===== src/rtl/cam_capture_scaled_if.sv =====
`default_nettype none
// ============================================================================
//  cam_capture_scaled_if
//  Camera-pin / control / frame-buffer write bundle for cam_capture_scaled.
//  Revision: 1.0
// ============================================================================
interface cam_capture_scaled_if #(
    parameter int AW = 15,
    parameter int DW = 12
);
    logic          CAM_vsync;
    logic          CAM_href;
    logic [7:0]    CAM_px_data;
    logic          fmt_565;
    logic          continuous;
    logic          start;
    logic          DP_RAM_regW;
    logic [AW-1:0] DP_RAM_addr_in;
    logic [DW-1:0] DP_RAM_data_in;
    logic          busy;
    logic          frame_done;
    logic          ovf;

    // Camera pins and control side.
    modport master (
        output CAM_vsync, CAM_href, CAM_px_data, fmt_565, continuous, start,
        input  DP_RAM_regW, DP_RAM_addr_in, DP_RAM_data_in, busy, frame_done, ovf
    );

    // Capture block side.
    modport slave (
        input  CAM_vsync, CAM_href, CAM_px_data, fmt_565, continuous, start,
        output DP_RAM_regW, DP_RAM_addr_in, DP_RAM_data_in, busy, frame_done, ovf
    );
endinterface
`default_nettype wire


===== src/rtl/cam_capture_scaled.sv =====
`default_nettype none
// ============================================================================
//  cam_capture_scaled
//  Two-byte-per-pixel camera capture with 2^SCALE decimation, bounds clipping
//  and RGB444/RGB565 to RGB444 conversion into a frame-buffer write port.
//  Revision: 1.0
// ============================================================================
module cam_capture_scaled #(
    parameter int AW    = 15,
    parameter int DW    = 12,
    parameter int IMG_W = 160,
    parameter int IMG_H = 120,
    parameter int SCALE = 2
) (
    input  wire logic            CAM_pclk,
    input  wire logic            rst,
    cam_capture_scaled_if.slave  bus
);

    localparam int              CNT_W     = 16;
    localparam logic [CNT_W-1:0] KEEP_MASK = CNT_W'((1 << SCALE) - 1);

    typedef enum logic [2:0] {
        S_IDLE  = 3'd0,
        S_SYNC  = 3'd1,
        S_BYTE1 = 3'd2,
        S_BYTE2 = 3'd3,
        S_GAP   = 3'd4
    } state_t;

    state_t            state_q;
    logic              armed_q;
    logic              fmt565_q;
    logic [7:0]        byte1_q;
    logic [CNT_W-1:0]  raw_col_q;
    logic [CNT_W-1:0]  raw_line_q;
    logic [AW-1:0]     row_base_q;
    logic              regW_q;
    logic [AW-1:0]     addr_q;
    logic [DW-1:0]     data_q;
    logic              busy_q;
    logic              done_q;
    logic              ovf_q;

    logic [CNT_W-1:0]  kept_col_d;
    logic [CNT_W-1:0]  kept_line_d;
    logic [CNT_W-1:0]  line_inc_d;
    logic              keep_d;
    logic              in_bounds_d;
    logic              line_kept_d;
    logic [11:0]       pixel_d;
    logic [AW-1:0]     wr_addr_d;

    // Counters saturate so a runaway line or frame can never wrap back in bounds.
    function automatic logic [CNT_W-1:0] sat_inc(input logic [CNT_W-1:0] v);
        return (&v) ? v : v + 1'b1;
    endfunction

    always_comb begin
        kept_col_d  = raw_col_q >> SCALE;
        kept_line_d = raw_line_q >> SCALE;
        line_inc_d  = sat_inc(raw_line_q);
        keep_d      = ((raw_col_q & KEEP_MASK) == '0) && ((raw_line_q & KEEP_MASK) == '0);
        in_bounds_d = (kept_col_d < CNT_W'(IMG_W)) && (kept_line_d < CNT_W'(IMG_H));
        line_kept_d = ((line_inc_d & KEEP_MASK) == '0);
        wr_addr_d   = row_base_q + AW'(kept_col_d);
        if (fmt565_q)
            pixel_d = {byte1_q[7:4], byte1_q[2:0], bus.CAM_px_data[7], bus.CAM_px_data[4:1]};
        else
            pixel_d = {byte1_q[3:0], bus.CAM_px_data};
    end

    always_ff @(posedge CAM_pclk) begin
        if (rst) begin
            state_q    <= S_IDLE;
            armed_q    <= 1'b0;
            fmt565_q   <= 1'b0;
            byte1_q    <= '0;
            raw_col_q  <= '0;
            raw_line_q <= '0;
            row_base_q <= '0;
            regW_q     <= 1'b0;
            addr_q     <= '0;
            data_q     <= '0;
            busy_q     <= 1'b0;
            done_q     <= 1'b0;
            ovf_q      <= 1'b0;
        end else begin
            regW_q <= 1'b0;
            done_q <= 1'b0;
            // A start pulse only counts while no frame is being captured.
            if (bus.start && !busy_q) begin
                armed_q <= 1'b1;
                ovf_q   <= 1'b0;
            end

            case (state_q)
                S_IDLE: begin
                    if ((armed_q || bus.start || bus.continuous) && bus.CAM_vsync)
                        state_q <= S_SYNC;
                end

                S_SYNC: begin
                    if (!bus.CAM_vsync && bus.CAM_href) begin
                        fmt565_q   <= bus.fmt_565;
                        addr_q     <= '0;
                        raw_col_q  <= '0;
                        raw_line_q <= '0;
                        row_base_q <= '0;
                        busy_q     <= 1'b1;
                        armed_q    <= 1'b0;
                        byte1_q    <= bus.CAM_px_data;
                        state_q    <= S_BYTE2;
                    end
                end

                S_BYTE1: begin
                    if (bus.CAM_href) begin
                        byte1_q <= bus.CAM_px_data;
                        state_q <= S_BYTE2;
                    end else begin
                        state_q <= S_GAP;
                    end
                end

                S_BYTE2: begin
                    // href dropping here leaves a half pixel, which is dropped.
                    if (bus.CAM_href) begin
                        if (keep_d) begin
                            if (in_bounds_d) begin
                                regW_q <= 1'b1;
                                addr_q <= wr_addr_d;
                                data_q <= DW'(pixel_d);
                            end else begin
                                ovf_q <= 1'b1;
                            end
                        end
                        raw_col_q <= sat_inc(raw_col_q);
                        state_q   <= S_BYTE1;
                    end else begin
                        state_q <= S_GAP;
                    end
                end

                S_GAP: begin
                    if (bus.CAM_vsync) begin
                        done_q  <= 1'b1;
                        busy_q  <= 1'b0;
                        state_q <= bus.continuous ? S_SYNC : S_IDLE;
                    end else if (bus.CAM_href) begin
                        // Each kept line restarts at its own row base, so short lines leave holes.
                        raw_col_q  <= '0;
                        raw_line_q <= line_inc_d;
                        if (line_kept_d)
                            row_base_q <= row_base_q + AW'(IMG_W);
                        byte1_q    <= bus.CAM_px_data;
                        state_q    <= S_BYTE2;
                    end
                end

                default: state_q <= S_IDLE;
            endcase
        end
    end

    assign bus.DP_RAM_regW    = regW_q;
    assign bus.DP_RAM_addr_in = addr_q;
    assign bus.DP_RAM_data_in = data_q;
    assign bus.busy           = busy_q;
    assign bus.frame_done     = done_q;
    assign bus.ovf            = ovf_q;

endmodule
`default_nettype wire


===== src/flat_wrapper.sv =====
// flat-port wrapper written by rule: the top's interface ports become plain ports
module cam_capture_scaled_flat 
#(
    parameter int AW    = 15,
    parameter int DW    = 12,
    parameter int IMG_W = 160,
    parameter int IMG_H = 120,
    parameter int SCALE = 2
)
  (CAM_pclk, rst, bus_CAM_vsync, bus_CAM_href, bus_CAM_px_data, bus_fmt_565, bus_continuous, bus_start, bus_DP_RAM_regW, bus_DP_RAM_addr_in, bus_DP_RAM_data_in, bus_busy, bus_frame_done, bus_ovf);
  cam_capture_scaled_if #(.AW(AW), .DW(DW)) bus_i ();
  input  wire logic CAM_pclk;
  input  wire logic rst;
  input wire logic [$bits(bus_i.CAM_vsync)-1:0] bus_CAM_vsync;
  input wire logic [$bits(bus_i.CAM_href)-1:0] bus_CAM_href;
  input wire logic [$bits(bus_i.CAM_px_data)-1:0] bus_CAM_px_data;
  input wire logic [$bits(bus_i.fmt_565)-1:0] bus_fmt_565;
  input wire logic [$bits(bus_i.continuous)-1:0] bus_continuous;
  input wire logic [$bits(bus_i.start)-1:0] bus_start;
  output wire logic [$bits(bus_i.DP_RAM_regW)-1:0] bus_DP_RAM_regW;
  output wire logic [$bits(bus_i.DP_RAM_addr_in)-1:0] bus_DP_RAM_addr_in;
  output wire logic [$bits(bus_i.DP_RAM_data_in)-1:0] bus_DP_RAM_data_in;
  output wire logic [$bits(bus_i.busy)-1:0] bus_busy;
  output wire logic [$bits(bus_i.frame_done)-1:0] bus_frame_done;
  output wire logic [$bits(bus_i.ovf)-1:0] bus_ovf;
  assign bus_i.CAM_vsync = bus_CAM_vsync;
  assign bus_i.CAM_href = bus_CAM_href;
  assign bus_i.CAM_px_data = bus_CAM_px_data;
  assign bus_i.fmt_565 = bus_fmt_565;
  assign bus_i.continuous = bus_continuous;
  assign bus_i.start = bus_start;
  assign bus_DP_RAM_regW = bus_i.DP_RAM_regW;
  assign bus_DP_RAM_addr_in = bus_i.DP_RAM_addr_in;
  assign bus_DP_RAM_data_in = bus_i.DP_RAM_data_in;
  assign bus_busy = bus_i.busy;
  assign bus_frame_done = bus_i.frame_done;
  assign bus_ovf = bus_i.ovf;
  cam_capture_scaled #(.AW(AW), .DW(DW), .IMG_W(IMG_W), .IMG_H(IMG_H), .SCALE(SCALE)) u_core (.CAM_pclk(CAM_pclk), .rst(rst), .bus(bus_i));
endmodule

===== config.mk =====
export PLATFORM = sky130hd
export DESIGN_NAME = cam_capture_scaled_flat
export DESIGN_NICKNAME = d
export VERILOG_FILES = /design/src/rtl/cam_capture_scaled_if.sv /design/src/rtl/cam_capture_scaled.sv /design/src/flat_wrapper.sv
export SDC_FILE = /design/constraint.sdc
export NUM_CORES = 1
export LEC_CHECK = 0
export CAP_MARGIN = 20
export CORE_UTILIZATION = 57
export DETAILED_ROUTE_END_ITERATION = 10
export PLACE_DENSITY_LB_ADDON = 0.15
export SETUP_SLACK_MARGIN = 0.02
export SLEW_MARGIN = 30
export SYNTH_ARGS = -nofsm -noshare
export SYNTH_HDL_FRONTEND = slang
export SYNTH_SLANG_ARGS = --single-unit

===== constraint.sdc =====
create_clock -name CAM_pclk -period 2.5 [get_ports CAM_pclk]
set_input_delay 0.625 -clock CAM_pclk [delete_from_list [all_inputs] [get_ports CAM_pclk]]
set_output_delay 0.625 -clock CAM_pclk [all_outputs]
set_load 0.005 [all_outputs]

==> reports/qor.txt, run 1 <==
initial antenna violation count: 0
number of global-route vias before repair: 3636
Syn Inst Count: 506
Leak Pwr: 2.04 nW
critical path type: register to register
die area: 0.00815 mm^2
XOR/XNOR share of the synthesized area: 0.0691
fin crit share: 0.878
Tot GR Track Use: 0.253
Max Freq: 0.456 GHz
first drt pass iteration count: 4
proportion of synthesized area in mux cells: 0.0505
GRT Max-Usage Layer: met2
VDD IR max: 0.324 mV
ratio of cells with drive above 1 in the final layout: 0.114
sequential-to-total area share from yosys stat: 0.388
Worst Hold Class: register to register
setup bufs post-CTS: 0
CTS buffer count: 9
Ports: 46
asr flop ratio synth: 0
adder-cell area share of the yosys netlist: 0.0423
HPWL Detailed: 7230 um
Setup crit start kind: register
Reg clk slew, reported paths: 0.08 ns
flops & latches, synth: 86
worst slack, placed: -0.0487 ns
TritonCTS clock tree: done
Synth area leaders: dfxtp_1 (39%), nor2_1 (6.2%), mux2i_1 (4.7%), ha_1 (4.2%), xor2_1 (3.9%)
clk sinks: 86
worst reg2reg startpoint: u_core.raw_col_q[8]$_SDFFE_PP0P_
hold slack: 0.466 ns
R2R setup slack: 0.31 ns
Synth Area in Compound Gates: 0.165
GR Util met3: 0.0564
gpl congestion: 0.947
Final setup viols: 0
outcome: finished clean
max-slew violations: 0
core area: 0.00741 mm^2
Post-synth EDFFs: 0
minimum clock period: 2.19 ns
CTS Buffer Depth: 2
final worst-path setup slack: 0.306 ns
pwr dens: 512 mW/mm^2
placed cell area: 0.00509 mm^2
Worst-Skew Late Latency: 0.35 ns
n_diodes: 0
wire length per cell: 14.7 um
post-route ant nets: 0
routing usage on met2: 0.431
die height: 90.3 um
endpoint of the worst register-to-register path: u_core.bus.DP_RAM_addr_in[12]$_SDFFE_PP0P_
crit path launch: u_core.raw_col_q[8]$_SDFFE_PP0P_
Post-Syn Area: 0.00444 mm^2
Die W: 90.3 um
largest family of logic cells by synthesized area: simple AND/OR/NAND/NOR gates
Port Buffers: 45
number of max-cap violations: 0
GRT met1 Usage: 0.312
CP arrival: 2.44 ns
total wire length: 9800 um
DRT iter0 DRCs: 200
hold buffer count at cts: 0
maximum fanout along the worst path: 6
H-tree Lvls: 3
final hold violation count: 0
vias: 3848
first-pass GRT wire length: 16700 um
Setup Skew: 0.00867 ns
post-synth cell types: 70
DRC viols: 0
critical path endpoint: u_core.bus.DP_RAM_addr_in[12]$_SDFFE_PP0P_
layout net count: 594
synthesized net count: 536
yosys warns: 0
Worst Setup End Kind: register
Worst R2R Path Depth: 7
Worst EP required: 2.75 ns
Simple-Gate Fraction of Synth Area: 0.241
PostCTS Resize Cnt: 0
final instance area: 0.00534 mm^2
Rows: 31
initial core utilization: 0.599
placed insts: 652
ys flop type: dfxtp_1
pin count of the biggest net entering global routing: 40
non-filler cells in the finished layout: 667
count leader, synth: dfxtp_1
CTS Root Cell: clkbuf_8
Post-Syn Area per Cell: 8.77 um^2
worst-margin pin slew: 0.759 ns
Slew HR: 0.493
top cells by count, synth: dfxtp_1 (86), nor2_1 (73), nand2_1 (31), a21oi_1 (27), nand3_1 (25)
RSZ-0062 raised after global routing: no
Area Growth Syn to Fin: 20.2%
top-area cell type share of the netlist area: 0.388
grt ovf: 0
largest area contributor in the netlist: dfxtp_1
Vias per Instance: 5.77
-- worst min path at each step --
stage,to,from,slack (ns),depth (start not counted)
after floorplan,u_core.armed_q$_SDFF_PP0_,u_core.armed_q$_SDFF_PP0_,0.43,2
after global placement,u_core.armed_q$_SDFF_PP0_,u_core.armed_q$_SDFF_PP0_,0.44,2
after detailed placement,u_core.bus.DP_RAM_addr_in[8]$_SDFFE_PP0P_,u_core.bus.DP_RAM_addr_in[8]$_SDFFE_PP0P_,0.46,2
after CTS,u_core.bus.DP_RAM_addr_in[8]$_SDFFE_PP0P_,u_core.bus.DP_RAM_addr_in[8]$_SDFFE_PP0P_,0.47,2
after global routing,u_core.bus.DP_RAM_addr_in[9]$_SDFFE_PP0P_,u_core.bus.DP_RAM_addr_in[9]$_SDFFE_PP0P_,0.50,2
final,u_core.bus.DP_RAM_addr_in[8]$_SDFFE_PP0P_,u_core.bus.DP_RAM_addr_in[8]$_SDFFE_PP0P_,0.47,2
-- routing by layer --
metal,vias up,part of all wire
li1,1924,-
met1,1813,0.45
met2,97,0.49
met3,14,0.040
met4,0,0.020
met5,-,0
-- per-stage QoR --
step                power [mW]   util  TNS [ns]
floorplan                 1.51      -         0
global placement          1.58  0.688         0
detailed placement        1.58  0.688   -0.0543
CTS                       2.76  0.720         0
global route              2.83  0.720         0
finish                    2.73  0.720         0
-- worst max-delay path, stage by stage (launching register included) --
cell      delay [ns]
dfxtp_1         0.46
ha_1            0.32
a21oi_1         0.22
nor2b_1         0.12
a311oi_2        0.40
o311ai_1        0.18
xor2_1          0.17
a32o_1          0.22
-- where the power goes --
group / internal [mW] / switching [mW]
logic: 0.0744 / 0.0829
registers: 1.38 / 0.0161
clock network: 0.689 / 0.487
-- placed cells by master (no fill, tap or decap), types with 14 or more instances in the layout --
master,instances
a21oi_1,27
and3_1,14
buf_4,22
clkdlybuf4s50_1,44
dfxtp_1,86
ha_1,15
inv_1,14
mux2i_1,21
nand2_1,31
nand3_1,25
nor2_1,73
o21ai_0,20
xnor2_1,15
xor2_1,20
-- kinds of logic after synthesis --
family / after synthesis
fa+ha+maj: 15
simple gates: 204
flops: 86
compound gates: 106
mux: 22
other cells: 1
buf+inv: 37
xor+xnor: 35
-- layout make-up --
class / instances / area [um^2]
clock buffer: 10 / 138
clock inverter: 5 / 106
fill: 577 / 2070
inverter: 14 / 52.6
multi-input combinational: 383 / 2520
sequential: 86 / 1720
tap: 99 / 124
timing repair buffer: 70 / 671
-- sequential cells by signal (all words and copies together) (netlist names) --
| signal | count |
|---|---|
| u_core.armed_q | 1 |
| u_core.bus.DP_RAM_addr_in | 15 |
| u_core.bus.DP_RAM_data_in | 12 |
| u_core.bus.DP_RAM_regW | 1 |
| u_core.bus.busy | 1 |
| u_core.bus.frame_done | 1 |
| u_core.bus.ovf | 1 |
| u_core.byte1_q | 8 |
| u_core.fmt565_q | 1 |
| u_core.raw_col_q | 16 |
| u_core.raw_line_q | 16 |
| u_core.row_base_q | 10 |
| u_core.state_q | 3 |
(Power assumes the default switching activity.)
==> inputs of run 2 (changes only) <==
--- a/config.mk
+++ b/config.mk
@@ -6,7 +6,8 @@
 export NUM_CORES = 1
 export LEC_CHECK = 0
 export CAP_MARGIN = 20
-export CORE_UTILIZATION = 57
+export CORE_UTILIZATION = 59
+export CTS_BUF_LIST = sky130_fd_sc_hd__clkbuf_8
 export DETAILED_ROUTE_END_ITERATION = 10
 export PLACE_DENSITY_LB_ADDON = 0.15
 export SETUP_SLACK_MARGIN = 0.02
==> run 2 against run 1 <==
  * Wire length is 1.5% higher
  * Total power shrank 8.9%
  * Non-clock buffer count down 3
  * Via count decreased by 0.96%
  * Critical endpoint is now u_core.row_base_q[14]$_SDFFE_PP0P_
  * Global-route usage up 1.4 points
  * Sequential power is essentially flat
  * Worst hold slack worse by 0.0078 ns
  * Cell count decreased by 0.30%
  * Largest cell class unchanged
  * Count of clock-buffer cells in the layout rose by 1
==> reports/qor.txt, run 2 (synthesized netlist as in run 1, its figures left out) <==
final instance area: 0.00525 mm^2
endpoint of the worst register-to-register path: u_core.row_base_q[14]$_SDFFE_PP0P_
CP arrival: 2.53 ns
maximum fanout along the worst path: 9
pin count of the biggest net entering global routing: 34
DRT iter0 DRCs: 174
Vias per Instance: 5.73
CTS Buffer Depth: 2
number of max-cap violations: 0
critical path type: register to register
die height: 88.7 um
RSZ-0062 raised after global routing: no
Clk pwr share: 0.377
Die W: 88.7 um
Worst R2R Path Depth: 6
vias: 3811
Worst-Skew Late Latency: 0.35 ns
core area: 0.00725 mm^2
placed insts: 649
CTS buffer count: 9
placed cell area: 0.00506 mm^2
leading cell type in the layout, fill and taps excluded: dfxtp_1
Fin Setup TNS: 0 ns
CTS Root Cell: clkbuf_8
register share of total power: 0.562
Port Buffers: 45
DRC viols: 0
initial antenna violation count: 0
Sw Pwr: 0.612 mW
setup bufs post-CTS: 0
Setup crit start kind: register
R2R setup slack: 0.23 ns
Fillers: 590
WHS Path Cells: 2
Leak Pwr: 1.99 nW
non-filler cells in the finished layout: 665
initial core utilization: 0.612
H-tree Lvls: 3
post-route ant nets: 0
hold buffer count at cts: 0
fin crit share: 0.908
Worst Hold Class: register to register
Max Freq: 0.440 GHz
minimum clock period: 2.27 ns
max-slew violations: 0
Worst Setup End Kind: register
VDD IR max: 0.302 mV
combinational power share: 0.062
total wire length: 9950 um
Rows: 31
final hold violation count: 0
Reg clk slew, reported paths: 0.09 ns
Ports: 46
n_diodes: 0
Internal Pwr Total: 1.88 mW
die area: 0.00787 mm^2
outcome: finished clean
first-pass GRT wire length: 16200 um
number of global-route vias before repair: 3547
min-delay src: u_core.armed_q$_SDFF_PP0_
Setup Skew: 0.0125 ns
clk sinks: 86
layout net count: 591
Final setup viols: 0
wire length per cell: 15.0 um
Worst EP required: 2.76 ns
worst-margin pin slew: 0.713 ns
Area Growth Syn to Fin: 18.3%
Tot GR Track Use: 0.267
first drt pass iteration count: 5
gpl congestion: 0.894
PostCTS Resize Cnt: 0
pwr dens: 474 mW/mm^2
worst reg2reg startpoint: u_core.raw_line_q[1]$_SDFFE_PP0P_
ratio of cells with drive above 1 in the final layout: 0.111
HPWL Detailed: 7430 um
TritonCTS clock tree: done
Slew HR: 0.524
grt ovf: 0
Hold Path End: u_core.armed_q$_SDFF_PP0_
most frequent cells in the layout: dfxtp_1 (86), nor2_1 (73), clkdlybuf4s50_1 (44), nand2_1 (31), a21oi_1 (27)
sw frac: 0.246
==> run 2: worst max-delay path by stage <==
| stage | from | to | depth (start not counted) |
|---|---|---|---|
| 3_5_place_dp | bus_CAM_href | u_core.raw_line_q[8]$_SDFFE_PP0P_ | 9 |
| 2_1_floorplan | u_core.raw_col_q[8]$_SDFFE_PP0P_ | u_core.bus.DP_RAM_addr_in[12]$_SDFFE_PP0P_ | 7 |
| 5_1_grt | bus_CAM_href | u_core.raw_line_q[15]$_SDFFE_PP0P_ | 8 |
| 3_3_place_gp | bus_CAM_href | u_core.raw_line_q[8]$_SDFFE_PP0P_ | 9 |
| 6_report | u_core.raw_line_q[1]$_SDFFE_PP0P_ | u_core.row_base_q[14]$_SDFFE_PP0P_ | 6 |
| 4_1_cts | u_core.raw_line_q[1]$_SDFFE_PP0P_ | u_core.row_base_q[14]$_SDFFE_PP0P_ | 6 |
==> run 2: power groups by stage <==
stage / logic, mW / registers (mW) / clock network [mW]
detailed placement: 0.153 / 1.43 / 0
floorplan: 0.0948 / 1.42 / 0
CTS: 0.154 / 1.40 / 0.961
global route: 0.168 / 1.40 / 1.01
finish: 0.153 / 1.40 / 0.937
global placement: 0.149 / 1.43 / 0
==> run 2: layout make-up <==
class                           count  area, um^2  share of cell area
Clock inverter                      5        41.3             0.00786
Multi-Input combinational cell    383        2520               0.481
Timing Repair Buffer               67         636               0.121
Tap cell                           99         124              0.0236
Clock buffer                       11         151              0.0288
Sequential cell                    86        1720               0.328
Inverter                           14        52.6              0.0100
==> run 2: layer usage <==
metal / routed length [um] / up-vias / GRT usage
met4: 160 / 0 / 0.103
met3: 409 / 18 / 0.0326
li1: - / 1917 / -
met1: 4530 / 1778 / 0.345
met2: 4850 / 98 / 0.455
met5: 0 / - / 0
==> run 2: per-stage QoR <==
step / worst slack [ns] / util / hold WS [ns] / total power, mW
2_1_floorplan: 0.550 / - / 0.427 / 1.51
3_5_place_dp: -0.0762 / 0.697 / 0.447 / 1.58
6_report: 0.230 / 0.724 / 0.458 / 2.49
5_1_grt: 0.0918 / 0.724 / 0.469 / 2.58
4_1_cts: 0.259 / 0.724 / 0.459 / 2.51
3_3_place_gp: -0.0299 / 0.697 / 0.438 / 1.58
==> run 2: worst max-delay path, stage by stage, from the launching register on <==
cell	delay (ns)
dfxtp_1	0.47
ha_1	0.32
nand3_2	0.18
nor2_1	0.31
mux2i_2	0.56
o21bai_1	0.15
a21o_1	0.19
==> inputs of run 3 (changes only) <==
--- a/config.mk
+++ b/config.mk
@@ -5,6 +5,7 @@
 export SDC_FILE = /design/constraint.sdc
 export NUM_CORES = 1
 export LEC_CHECK = 0
+export ABC_CLOCK_PERIOD_IN_PS = 2500
 export CAP_MARGIN = 20
 export CORE_UTILIZATION = 59
 export CTS_BUF_LIST = sky130_fd_sc_hd__clkbuf_8
==> results of run 3 <==
The final DEF is identical to that of run 2; final timing and power are the same.
